[config.mk]
export PLATFORM = sky130hd
export DESIGN_NAME = ysyx_23060203_flush_ctrl_flat
export DESIGN_NICKNAME = d
export VERILOG_FILES = /design/src/rtl/ysyx_23060203_flush_ctrl_pkg.sv /design/src/rtl/ysyx_23060203_flush_ctrl_if.sv /design/src/rtl/ysyx_23060203_perf_cnt.sv /design/src/rtl/ysyx_23060203_flush_ctrl.sv /design/src/flat_wrapper.sv
export SDC_FILE = /design/constraint.sdc
export NUM_CORES = 1
export LEC_CHECK = 0
export CAP_MARGIN = 20
export CORE_AREA = 3 3 67 69
export DETAILED_ROUTE_END_ITERATION = 8
export DIE_AREA = 0 0 70 72
export PLACE_DENSITY = 0.83
export SLEW_MARGIN = 30
export SYNTH_ARGS = -nofsm -noshare
export SYNTH_HDL_FRONTEND = slang
export SYNTH_HIERARCHICAL = 1
export SYNTH_SLANG_ARGS = --single-unit
export TNS_END_PERCENT = 100
[constraint.sdc]
create_clock -name clock -period 4.2 [get_ports clock]
set_clock_uncertainty 0.1 [all_clocks]
set_input_delay 0.42 -clock clock [delete_from_list [all_inputs] [get_ports clock]]
set_output_delay 0.42 -clock clock [all_outputs]
set_load 0.03 [all_outputs]
[src/rtl/ysyx_23060203_flush_ctrl_pkg.sv]
// Shared types and constants for the write-back flush sequencer.
// Optional counter bank enabled by YSYX_23060203_FLUSH_PERF_EN.
package ysyx_23060203_pkg;

   typedef enum logic [2:0] {
      BOOT,
      IDLE,
      DRAIN,
      INVAL,
      REDIR
   } flush_state_t;

   localparam int          XLEN_DEF     = 32;
   localparam logic [31:0] RESET_PC_DEF = 32'h3000_0000;

endpackage

[src/rtl/ysyx_23060203_flush_ctrl_if.sv]
// Flush/redirect bundle between write-back, LSU, I-cache, IFU and the
// flush sequencer (slave side is the sequencer).
interface ysyx_23060203_flush_ctrl_if #(
   parameter int XLEN = 32
);

   logic            cs_flush;
   logic [XLEN-1:0] cs_dnpc;
   logic            fencei;
   logic            lsu_busy;
   logic            pipe_flush;
   logic            icache_inv_req;
   logic            icache_inv_ack;
   logic            redir_valid;
   logic            redir_ready;
   logic [XLEN-1:0] redir_pc;
   logic            busy;

   modport master (
      output cs_flush, cs_dnpc, fencei, lsu_busy,
      output icache_inv_ack, redir_ready,
      input  pipe_flush, icache_inv_req, redir_valid,
      input  redir_pc, busy
   );

   modport slave (
      input  cs_flush, cs_dnpc, fencei, lsu_busy,
      input  icache_inv_ack, redir_ready,
      output pipe_flush, icache_inv_req, redir_valid,
      output redir_pc, busy
   );

endinterface

[src/rtl/ysyx_23060203_perf_cnt.sv]
// Wrap-around event counters for flush activity; only built when
// YSYX_23060203_FLUSH_PERF_EN is defined.
module ysyx_23060203_perf_cnt (
   input  logic        clock,
   input  logic        reset,
   input  logic        flush_acc,
   input  logic        fencei_acc,
   input  logic        stall,
   output logic [31:0] flush_cnt,
   output logic [31:0] fencei_cnt,
   output logic [31:0] stall_cyc
);

   always_ff @(posedge clock or negedge reset) begin
      if (!reset) begin
         flush_cnt  <= '0;
         fencei_cnt <= '0;
         stall_cyc  <= '0;
      end else begin
         if (flush_acc)  flush_cnt  <= flush_cnt + 32'd1;
         if (fencei_acc) fencei_cnt <= fencei_cnt + 32'd1;
         if (stall)      stall_cyc  <= stall_cyc + 32'd1;
      end
   end

endmodule

[src/rtl/ysyx_23060203_flush_ctrl.sv]
// Flush/redirect sequencer: kill front end, drain LSU, invalidate I-cache
// on fence.i, redirect IFU. Counters under YSYX_23060203_FLUSH_PERF_EN.
module ysyx_23060203_flush_ctrl
   import ysyx_23060203_pkg::*;
#(
   parameter int              XLEN     = XLEN_DEF,
   parameter logic [XLEN-1:0] RESET_PC = RESET_PC_DEF
) (
   input  logic clock,
   input  logic reset,
   ysyx_23060203_flush_ctrl_if.slave bus
`ifdef YSYX_23060203_FLUSH_PERF_EN
   ,
   output logic [31:0] perf_flush_cnt,
   output logic [31:0] perf_fencei_cnt,
   output logic [31:0] perf_stall_cyc
`endif
);

   flush_state_t    state, state_nxt;
   logic            valid_q, valid_d;
   logic            req_q, req_d;
   logic            flag_q, flag_d;
   logic            busy_q;
   logic [XLEN-1:0] pc_q, pc_d;
   logic            hs;

   assign hs = valid_q & bus.redir_ready;

   always_comb begin
      state_nxt = state;
      valid_d   = valid_q;
      req_d     = req_q;
      flag_d    = flag_q;
      pc_d      = pc_q;
      unique case (state)
         BOOT: begin
            if (hs) begin
               valid_d   = 1'b0;
               state_nxt = IDLE;
            end else begin
               valid_d = 1'b1;
            end
         end
         IDLE: begin
            if (bus.cs_flush) begin
               pc_d   = bus.cs_dnpc;
               flag_d = bus.fencei;
               if (bus.lsu_busy) begin
                  state_nxt = DRAIN;
               end else if (bus.fencei) begin
                  state_nxt = INVAL;
                  req_d     = 1'b1;
               end else begin
                  state_nxt = REDIR;
                  valid_d   = 1'b1;
               end
            end
         end
         DRAIN: begin
            if (!bus.lsu_busy) begin
               if (flag_q) begin
                  state_nxt = INVAL;
                  req_d     = 1'b1;
               end else begin
                  state_nxt = REDIR;
                  valid_d   = 1'b1;
               end
            end
         end
         INVAL: begin
            if (req_q && bus.icache_inv_ack) begin
               req_d     = 1'b0;
               state_nxt = REDIR;
               valid_d   = 1'b1;
            end
         end
         REDIR: begin
            if (hs) begin
               valid_d   = 1'b0;
               flag_d    = 1'b0;
               state_nxt = IDLE;
            end
         end
         default: state_nxt = BOOT;
      endcase
   end

   always_ff @(posedge clock or negedge reset) begin
      if (!reset) begin
         state   <= BOOT;
         valid_q <= 1'b0;
         req_q   <= 1'b0;
         flag_q  <= 1'b0;
         busy_q  <= 1'b1;
         pc_q    <= RESET_PC;
      end else begin
         state   <= state_nxt;
         valid_q <= valid_d;
         req_q   <= req_d;
         flag_q  <= flag_d;
         busy_q  <= (state_nxt != IDLE);
         pc_q    <= pc_d;
      end
   end

   // Zero-latency kill: the flush cycle itself already holds the front end.
   assign bus.pipe_flush     = (state != IDLE) | bus.cs_flush;
   assign bus.icache_inv_req = req_q;
   assign bus.redir_valid    = valid_q;
   assign bus.redir_pc       = pc_q;
   assign bus.busy           = busy_q;

`ifdef YSYX_23060203_FLUSH_PERF_EN
   logic flush_acc, fencei_acc, stall;

   assign flush_acc  = (state == IDLE) & bus.cs_flush;
   assign fencei_acc = flush_acc & bus.fencei;
   assign stall      = (state == DRAIN) | (state == INVAL) |
                       (state == REDIR);

   ysyx_23060203_perf_cnt u_perf (
      .clock      (clock),
      .reset      (reset),
      .flush_acc  (flush_acc),
      .fencei_acc (fencei_acc),
      .stall      (stall),
      .flush_cnt  (perf_flush_cnt),
      .fencei_cnt (perf_fencei_cnt),
      .stall_cyc  (perf_stall_cyc)
   );
`endif

endmodule

[src/flat_wrapper.sv]
// flat-port wrapper written by rule: the top's interface ports become plain ports
module ysyx_23060203_flush_ctrl_flat import ysyx_23060203_pkg::*;
#(
   parameter int              XLEN     = XLEN_DEF,
   parameter logic [XLEN-1:0] RESET_PC = RESET_PC_DEF
)
  (clock, reset, bus_cs_flush, bus_cs_dnpc, bus_fencei, bus_lsu_busy, bus_icache_inv_ack, bus_redir_ready, bus_pipe_flush, bus_icache_inv_req, bus_redir_valid, bus_redir_pc, bus_busy);
  ysyx_23060203_flush_ctrl_if #(.XLEN(XLEN)) bus_i ();
  input  logic clock;
  input  logic reset;
  input wire logic [$bits(bus_i.cs_flush)-1:0] bus_cs_flush;
  input wire logic [$bits(bus_i.cs_dnpc)-1:0] bus_cs_dnpc;
  input wire logic [$bits(bus_i.fencei)-1:0] bus_fencei;
  input wire logic [$bits(bus_i.lsu_busy)-1:0] bus_lsu_busy;
  input wire logic [$bits(bus_i.icache_inv_ack)-1:0] bus_icache_inv_ack;
  input wire logic [$bits(bus_i.redir_ready)-1:0] bus_redir_ready;
  output wire logic [$bits(bus_i.pipe_flush)-1:0] bus_pipe_flush;
  output wire logic [$bits(bus_i.icache_inv_req)-1:0] bus_icache_inv_req;
  output wire logic [$bits(bus_i.redir_valid)-1:0] bus_redir_valid;
  output wire logic [$bits(bus_i.redir_pc)-1:0] bus_redir_pc;
  output wire logic [$bits(bus_i.busy)-1:0] bus_busy;
  assign bus_i.cs_flush = bus_cs_flush;
  assign bus_i.cs_dnpc = bus_cs_dnpc;
  assign bus_i.fencei = bus_fencei;
  assign bus_i.lsu_busy = bus_lsu_busy;
  assign bus_i.icache_inv_ack = bus_icache_inv_ack;
  assign bus_i.redir_ready = bus_redir_ready;
  assign bus_pipe_flush = bus_i.pipe_flush;
  assign bus_icache_inv_req = bus_i.icache_inv_req;
  assign bus_redir_valid = bus_i.redir_valid;
  assign bus_redir_pc = bus_i.redir_pc;
  assign bus_busy = bus_i.busy;
  ysyx_23060203_flush_ctrl #(.XLEN(XLEN), .RESET_PC(RESET_PC)) u_core (.clock(clock), .reset(reset), .bus(bus_i));
endmodule
* After elaboration in Yosys (flattened, before gate mapping) *
Cells that the tools add are included.

cells by class
  $add $sub $neg = 0
  multipliers = 0
  div/mod/pow operators = 0
  $lt $le $gt $ge = 0
  equal/unequal tests = 15
  shift-type cells = 0
  mux-type cells = 26
  bitwise operators = 2
  reduce and logical (&&, ||, !) cells = 10

operators by type and width
  kind                                                   count
  two-way mux 3 bit                                      7
  two-way mux 1 bit                                      15
  inequality test 2 bit, second input constant           6
  one-hot mux 3 bit (4 select lines)                     1
  AND reduction 8 bit                                    1
  AND reduction 7 bit                                    1
  == test 3 x 2 -> 1 bit, second input constant          2
  inequality test 2 x 1 -> 1 bit, second input constant  3
  inequality test 3 x 1 -> 1 bit, second input constant  2
  one-hot mux 1 bit (5 select lines)                     1
  nonzero test 5 bit                                     1
  == test 3 x 1 -> 1 bit, second input constant          1
  == test 3 bit, second input constant                   1
  zero test 3 bit                                        1
  one-hot mux 1 bit (3 select lines)                     1
  AND reduction 3 bit                                    1
  nonzero test 3 bit                                     1
  one-hot mux 1 bit (2 select lines)                     1
  AND reduction 2 bit                                    1
  nonzero test 2 bit                                     1
  OR reduction 2 bit                                     1
  AND 1 bit                                              1
  logical AND 1 bit                                      1
  bitwise OR 1 bit                                       1

storage, ports and cells
  flip-flop bits (word level) = 39
  latch bits = 0
  RAM bits = 0
  ROM bits = 0
  input bits = 39
  output and inout bits = 36
  logic and storage cells = 59
  memories = 0

* Depth between registers and ports, before layout *
Gate-level depths: netlist of the first run.

  depth after elaboration = 5
  mapped depth = 5
  depth with buffers taken out = 3

* Worst setup path after synthesis of the first run *
No wires, ideal clock.

  path kind = register -> output
  start point = register u_core.state[2]
  end point = output bus_pipe_flush
  arrival = 1006 ps
  data required time = 3680 ps
  slack = 2674 ps
  cell stages (with the launch flop) = 3
  buffers on the path = 1
  cell sequence = dfrtp_1 > buf_2 > or3_1

between the ends
  word-level cells in the longest chain between the ends = 2

RTL lines
  element                         RTL line                         source
  start, declared                 ysyx_23060203_flush_ctrl.sv:20   flush_state_t state, state_nxt;
  start signal, assigned          ysyx_23060203_flush_ctrl.sv:98   state <= state_nxt;
  inequality test 3 x 1 -> 1 bit  ysyx_23060203_flush_ctrl.sv:108  assign bus.pipe_flush = (state != IDLE) | bus.cs_flush;
  bitwise OR 1 bit                ysyx_23060203_flush_ctrl.sv:108
  end, declared                   flat_wrapper.sv:17               output wire logic [$bits(bus_i.pipe_flush)-1:0] bus_pipe_flush;

No other way between the ends.

* Final worst setup path of the first run *
  start point = register u_core.state[0]
  end point = output bus_pipe_flush

The elaborated chain is that of the path after synthesis.

==> results of run 1 <==
-- Yosys cell counts (all sizes together) --
master,count,area (sq um)
nand2,4,15.0
nand4b,1,8.76
o22ai,1,6.26
dfstp,3,78.8
o21a,1,7.51
a21boi,1,7.51
and4bb,1,12.5
nand3b,2,15.0
nor2,2,7.51
o221ai,1,8.76
nand2b,2,12.5
or3,1,6.26
o211a,1,10.0
nand4,2,12.5
o211ai,1,7.51
nor3,1,5.00
dfrtp,36,901
nor2b,1,6.26
o21ai,6,30.0
nor4b,1,8.76
o32a,1,10.0
o32ai,1,8.76
a21o,2,15.0
mux2i,2,20.0
o31ai,1,7.51
and3,1,6.26
a21bo,1,10.0
mux2,32,465
or3b,1,8.76
inv,1,3.75
buf,7,60.1
-- power groups by stage --
stage	logic (W)	registers, W	clock network [W]
2_1_floorplan	0.000444	0.00103	0
3_3_place_gp	0.00119	0.000709	0
3_5_place_dp	0.00121	0.000721	0
4_1_cts	0.00121	0.000716	0.000329
5_1_grt	0.00126	0.000746	0.000350
6_report	0.00121	0.000717	0.000319
-- area by class of cell --
class	instances	share of cell area (%)
clock buffer	6	3.08
clock inverter	2	1.31
inverter	1	0.140
multi-input combinational	72	27.7
sequential	39	36.6
tap	50	2.33
timing repair buffer	76	28.9
-- placed cells by master (no fill, tap or decap), types with 2 or more instances in the layout --
| cell type | netlist | layout |
|---|---|---|
| dfstp_2 | 3 | 3 |
| clkbuf_8 | 0 | 6 |
| mux2i_1 | 2 | 2 |
| mux2_4 | 28 | 28 |
| o21ai_1 | 2 | 2 |
| dfrtp_1 | 36 | 36 |
| nand3b_1 | 2 | 2 |
| a21o_1 | 2 | 2 |
| nand2_1 | 4 | 4 |
| mux2_1 | 4 | 4 |
| clkdlybuf4s50_1 | 0 | 73 |
| nor2_1 | 2 | 2 |
| o21ai_0 | 4 | 4 |
| nand2b_1 | 2 | 2 |
| nand4_1 | 2 | 2 |
-- state kept, by name, indices dropped and copies added (netlist names) --
register,cells
u_core/state,3
u_core/bus.busy,1
u_core/bus.redir_valid,1
u_core/bus.icache_inv_req,1
u_core/bus.redir_pc,32
u_core/flag_q,1
-- stage by stage --
step / setup slack [ns] / power (W) / instance area (sq um) / utilization (%)
final: 1.63 / 0.00225 / 2680 / 67.5
after global routing: 1.50 / 0.00236 / 2680 / 67.5
after CTS: 1.63 / 0.00226 / 2640 / 66.5
after detailed placement: 1.79 / 0.00193 / 2520 / 63.6
after global placement: 1.62 / 0.00190 / 2520 / 63.5
after floorplan: 2.67 / 0.00147 / 1780 / -
-- metal layers --
layer | track usage, % | share of wire (%) | wire [microns]
met1 | 24.7 | 49 | 1960
met2 | 23.6 | 42 | 1710
met3 | 5.68 | 8.4 | 340
met4 | 5.32 | 0.57 | 23
met5 | 0 | 0 | 0
-- final timing paths --
kind / slack [ns] / end / cells after the start
worst max-delay path: 1.63 / bus_pipe_flush / 3
worst min-delay path: 0.39 / u_core/bus.redir_pc[25]$_DFFE_PN0P_ / 1
worst max register to register: 2.19 / u_core/bus.redir_pc[27]$_DFFE_PN0P_ / 2
worst min register to register: 0.39 / u_core/bus.redir_pc[25]$_DFFE_PN0P_ / 1
max in group asynchronous: 3.00 / u_core/bus.redir_pc[28]$_DFFE_PN1P_ / 3
min in group asynchronous: 0.48 / u_core/bus.redir_pc[4]$_DFFE_PN0P_ / 2
-- cell families after synthesis --
kind of cell / after synthesis / share of synthesized area (%)
buf+inv: 8 / 3.58
simple gates: 20 / 7.02
flops: 39 / 54.9
mux: 34 / 27.2
compound gates: 18 / 7.23
-- repair_timing --
item / 4_1_cts / 5_1_grt
setup buffers: 0 / 0
hold buffers: 0 / 1
hold endpoints to repair: 0 / 12
==> run_results.csv, run 1 <==
group,metric,value,unit
status,outcome,"complete, no violations",
setup_path,worstPathArrival,2.05,ns
yosys,ys_types,34,
global_route,grt.overflow.total,0,
place,gp_congestion,0.867,
finish,instances_no_fill,246,
finish,fill_cells,266,
global_route,antenna_found_initial,0,
setup_path,rr_startpoint,"u_core/state[0]$_DFF_PN0_",
power_and_ir_drop,clkPwrFrac,14.2,%
clock_network,cts.reportedPaths.clkPinSlew,0.07,ns
clock_network,clk_path_buf_depth,2,
timing,whs,0.387,ns
hold_path,hp-class,"flop to flop",
die,rows,23,
setup_path,cp_data_required_time,3.68,ns
die,die_h,72,microns
global_route,grt_pass1_vias,1294,
die,die-area,0.00504,sq mm
power_and_ir_drop,intPower,0.00139,W
setup_path,critical_path_class,"flop to primary output",
global_route,grt_pass1_wl,6670,microns
timing,finalCritPeriodShare,61.1,%
setup_path,cp_slowest_cell,"dfrtp_1",
timing,setup-violations-final,0,
timing,rsz0062_at_grt,"no",
power_and_ir_drop,switching_share,38.3,%
drt,final_antenna_net_count,0,
drt,wl_per_cell,16.4,microns
setup_path,cp-end-kind,"primary output",
setup_path,path_delay_family,"flip-flops",
setup_path,slowest_delay,0.60,ns
drt,vias_per_cell,5.12,
yosys,yosysSeqAreaShare,54.9,%
setup_path,cp-startpoint,"u_core/state[0]$_DFF_PN0_",
yosys,ys_ff_latch,39,
place,hpwl,2780,microns
finish,area_growth,50.3,%
die,start_util,44.9,%
setup_path,start_kind,"flop",
global_route,grt_max_degree,40,
clock_network,cts_tree,"yes",
clock_network,cts_buffers,5,
timing,slew_headroom,52.3,%
yosys,syn_area,0.00178,sq mm
die,core,0.00397,sq mm
power_and_ir_drop,p_per_area,839,mW/mm^2
drt,routed_wl,4030,microns
clock_network,htree_levels,2,
timing,worst_pin_slew,0.715,ns
finish,multi_input_area,743,sq um
setup_path,worst-path-max-fanout,16,
setup_path,crit_chain,"nand2b_1, or3_1, clkdlybuf4s50_1",
finish,n_antenna_cell,0,
power_and_ir_drop,ir_drop,358,uV
clock_network,cts_resized,0,
setup_path,worst-path-buf-inv,1,
drt,num_vias,1260,
drt,drt_iter0_markers,93,
yosys,avgSynthCellArea,15.0,sq um
timing,fmax,390,MHz
hold_path,hp-start,"u_core/bus.redir_pc[25]$_DFFE_PN0P_",
finish,layout.area.seq,980,sq um
die,io_pins,75,
timing,drv_slew,0,
global_route,grt_usage,16.8,%
power_and_ir_drop,p_leak,1.13,nW
power_and_ir_drop,switchingPower,0.000861,W
flow_run,cap_violations,0,
finish,final_layout_size_suffix_gt1_share,21.9,%
yosys,synthCells,119,
die,die_w,70,microns
drt,firstDrtPassIters,4,
power_and_ir_drop,power_frac_seq,31.9,%
timing,period_minus_slack,2.57,ns
place,dpl.cell_count,236,
clock_network,cts_root_buffer,"clkbuf_8",
timing,finalHoldViolations,0,
yosys,yosysWarnings,6,
finish,finalNetCount,234,
drt,detail_route.drc_violations,0,
yosys,syn_nets,158,
clock_network,clock_latency,0.28,ns
clock_network,cts.sinks,39,
timing,tns,0,ns
power_and_ir_drop,power_frac_comb,53.9,%
place,portBuffers,74,
No activity file was read; power rests on OpenSTA's default activity.
==> run 2, diff against run 1 <==
CORE_AREA = 3 3 70 72   (was 3 3 67 69)
DIE_AREA = 0 0 73 75   (was 0 0 70 72)
PLACE_DENSITY = 0.76   (was 0.83)
clock period = 2.7 ns   (was 4.2 ns; I/O delays follow)
==> run 2 against run 1 <==
Compared with the run above:
- critical path depth stayed put
- register-to-register slack worse by 1.3 ns
- via count up 0.71%
- sequential share of layout area rose by 0.22 points
- critical path type unchanged
- largest cell class unchanged
- highest routed layer unchanged
==> run_results.csv, run 2 (synthesis gave the netlist of run 1 again) <==
group,metric,value,unit
timing,period_minus_slack,2.43,ns
clock_network,cts_tree,"yes",
global_route,grt.overflow.total,0,
finish,fill_cells,336,
place,dp_slack,0.608,ns
finish,final_layout_size_suffix_gt1_share,22.3,%
setup_path,cp-end-kind,"primary output",
setup_path,worstRegToRegCells,3,
drt,wl_per_cell,16.3,microns
clock_network,cts_resized,0,
global_route,grt_pass1_vias,1227,
place,gp_congestion,0.917,
finish,finalNetCount,235,
drt,drt_iter0_markers,49,
flow_run,cap_violations,0,
setup_path,slowest_delay,0.62,ns
drt,detail_route.drc_violations,0,
place,hpwl,2890,microns
die,die_w,73,microns
global_route,grt_usage,14.9,%
die,die-area,0.00548,sq mm
finish,area_growth,49.4,%
setup_path,rrSetupSlack,0.87,ns
timing,fmax,411,MHz
finish,instances_no_fill,249,
clock_network,cts.reportedPaths.clkPinSlew,0.07,ns
die,die_h,75,microns
timing,finalHoldViolations,0,
setup_path,cp_data_required_time,2.33,ns
timing,rsz0062_at_grt,"no",
timing,drv_slew,0,
clock_network,cts_buffers,5,
clock_network,clock_latency,0.28,ns
finish,mostFrequentLayoutCells,"73 x clkdlybuf4s50_1, 36 x dfrtp_1, 28 x mux2_4",
drt,num_vias,1269,
timing,setup-violations-final,0,
die,core,0.00435,sq mm
setup_path,start_kind,"flop",
drt,firstDrtPassIters,4,
hold_path,hp-class,"input pin to asynchronous set/reset pin",
die,start_util,40.9,%
power_and_ir_drop,p_per_area,1310,mW/mm^2
setup_path,worstPathArrival,2.06,ns
drt,vias_per_cell,5.10,
finish,n_antenna_cell,0,
finish,final_common_cell,"clkdlybuf4s50_1",
timing,finalCritPeriodShare,90.2,%
drt,final_antenna_net_count,0,
setup_path,r2r-end,"u_core/bus.redir_pc[27]$_DFFE_PN0P_",
global_route,grt_max_degree,40,
power_and_ir_drop,ir_drop,555,uV
global_route,grt_pass1_wl,6290,microns
clock_network,clk_path_buf_depth,2,
place,dpl.cell_count,240,
setup_path,cp_slowest_cell,"dfrtp_1",
clock_network,htree_levels,2,
global_route,antenna_found_initial,0,
die,rows,24,
clock_network,cts_root_buffer,"clkbuf_8",
clock_network,cts.sinks,39,
die,io_pins,75,
power_and_ir_drop,p_leak,1.13,nW
timing,setup_ws,0.266,ns
setup_path,path_delay_family,"flip-flops",
timing,tns,0,ns
setup_path,rr_startpoint,"u_core/state[0]$_DFF_PN0_",
clock_network,postCtsSetupBuffers,0,
setup_path,crit_chain,"nand2b_1, or3_1, clkdlybuf4s50_1",
setup_path,worst-path-buf-inv,1,
timing,slew_headroom,67.0,%
place,portBuffers,74,
drt,routed_wl,4050,microns
status,outcome,"complete, no violations",
setup_path,worst-path-max-fanout,16,
power_and_ir_drop,power,0.00348,W
finish,largest_register_ffs,32,
timing,worst_pin_slew,0.495,ns
setup_path,critical_path_class,"flop to primary output",
## run 2: cell count changes in the layout (fill, tap and decap cells not counted), sizes merged
cell    before  now
clkbuf       6    5
clkinv       1    2
buf          2    3
## run 2: how the worst max path moves through the flow
stage	startpoint	end	slack (ns)	cells after the start
6_report	u_core/state[0]$_DFF_PN0_	bus_pipe_flush	0.27	3
5_1_grt	u_core/state[0]$_DFF_PN0_	bus_pipe_flush	0.20	3
4_1_cts	u_core/state[0]$_DFF_PN0_	bus_pipe_flush	0.29	3
3_5_place_dp	bus_cs_flush	bus_pipe_flush	0.61	3
3_3_place_gp	bus_cs_flush	bus_pipe_flush	0.61	3
2_1_floorplan	u_core/state[2]$_DFF_PN0_	u_core/bus.redir_pc[0]$_DFFE_PN0P_	1.28	4
## run 2: per-layer routing
layer | vias to the layer above | track usage [%] | part of all wire (%)
met2 | 72 | 22.7 | 46
met5 | - | 0 | 0
met1 | 608 | 20.7 | 45
met3 | 4 | 4.81 | 9.0
li1 | 585 | - | -
met4 | 0 | 3.69 | 0.82
## run 2: where the power goes
part	switching (W)	internal [W]	leakage (nW)
clock network	0.000203	0.000275	0.0581
logic	0.000925	0.000965	0.608
registers	0.000219	0.000894	0.459
## run 2: layout make-up
cell class | count | area, sq um | area share [%]
Clock inverter | 3 | 43.8 | 1.64
Timing Repair Buffer | 77 | 763 | 28.7
Inverter | 1 | 3.75 | 0.141
Sequential cell | 39 | 980 | 36.8
Multi-Input combinational cell | 72 | 739 | 27.8
Clock buffer | 5 | 68.8 | 2.58
Tap cell | 52 | 65.1 | 2.44
## run 2: through the flow
stage | util [%] | hold WS (ns) | cell area, sq um
after detailed placement | 58.3 | 0.331 | 2540
after CTS | 60.9 | 0.0251 | 2650
final | 61.2 | 0.402 | 2660
after global placement | 58.3 | 0.314 | 2540
after global routing | 61.2 | 0.427 | 2660
after floorplan | - | -0.126 | 1780
## run 2: repair_timing
item                                   in CTS  in global routing
hold buffers                                0                  1
endpoints found under the hold margin       0                 36
setup endpoints to repair                   0                  0
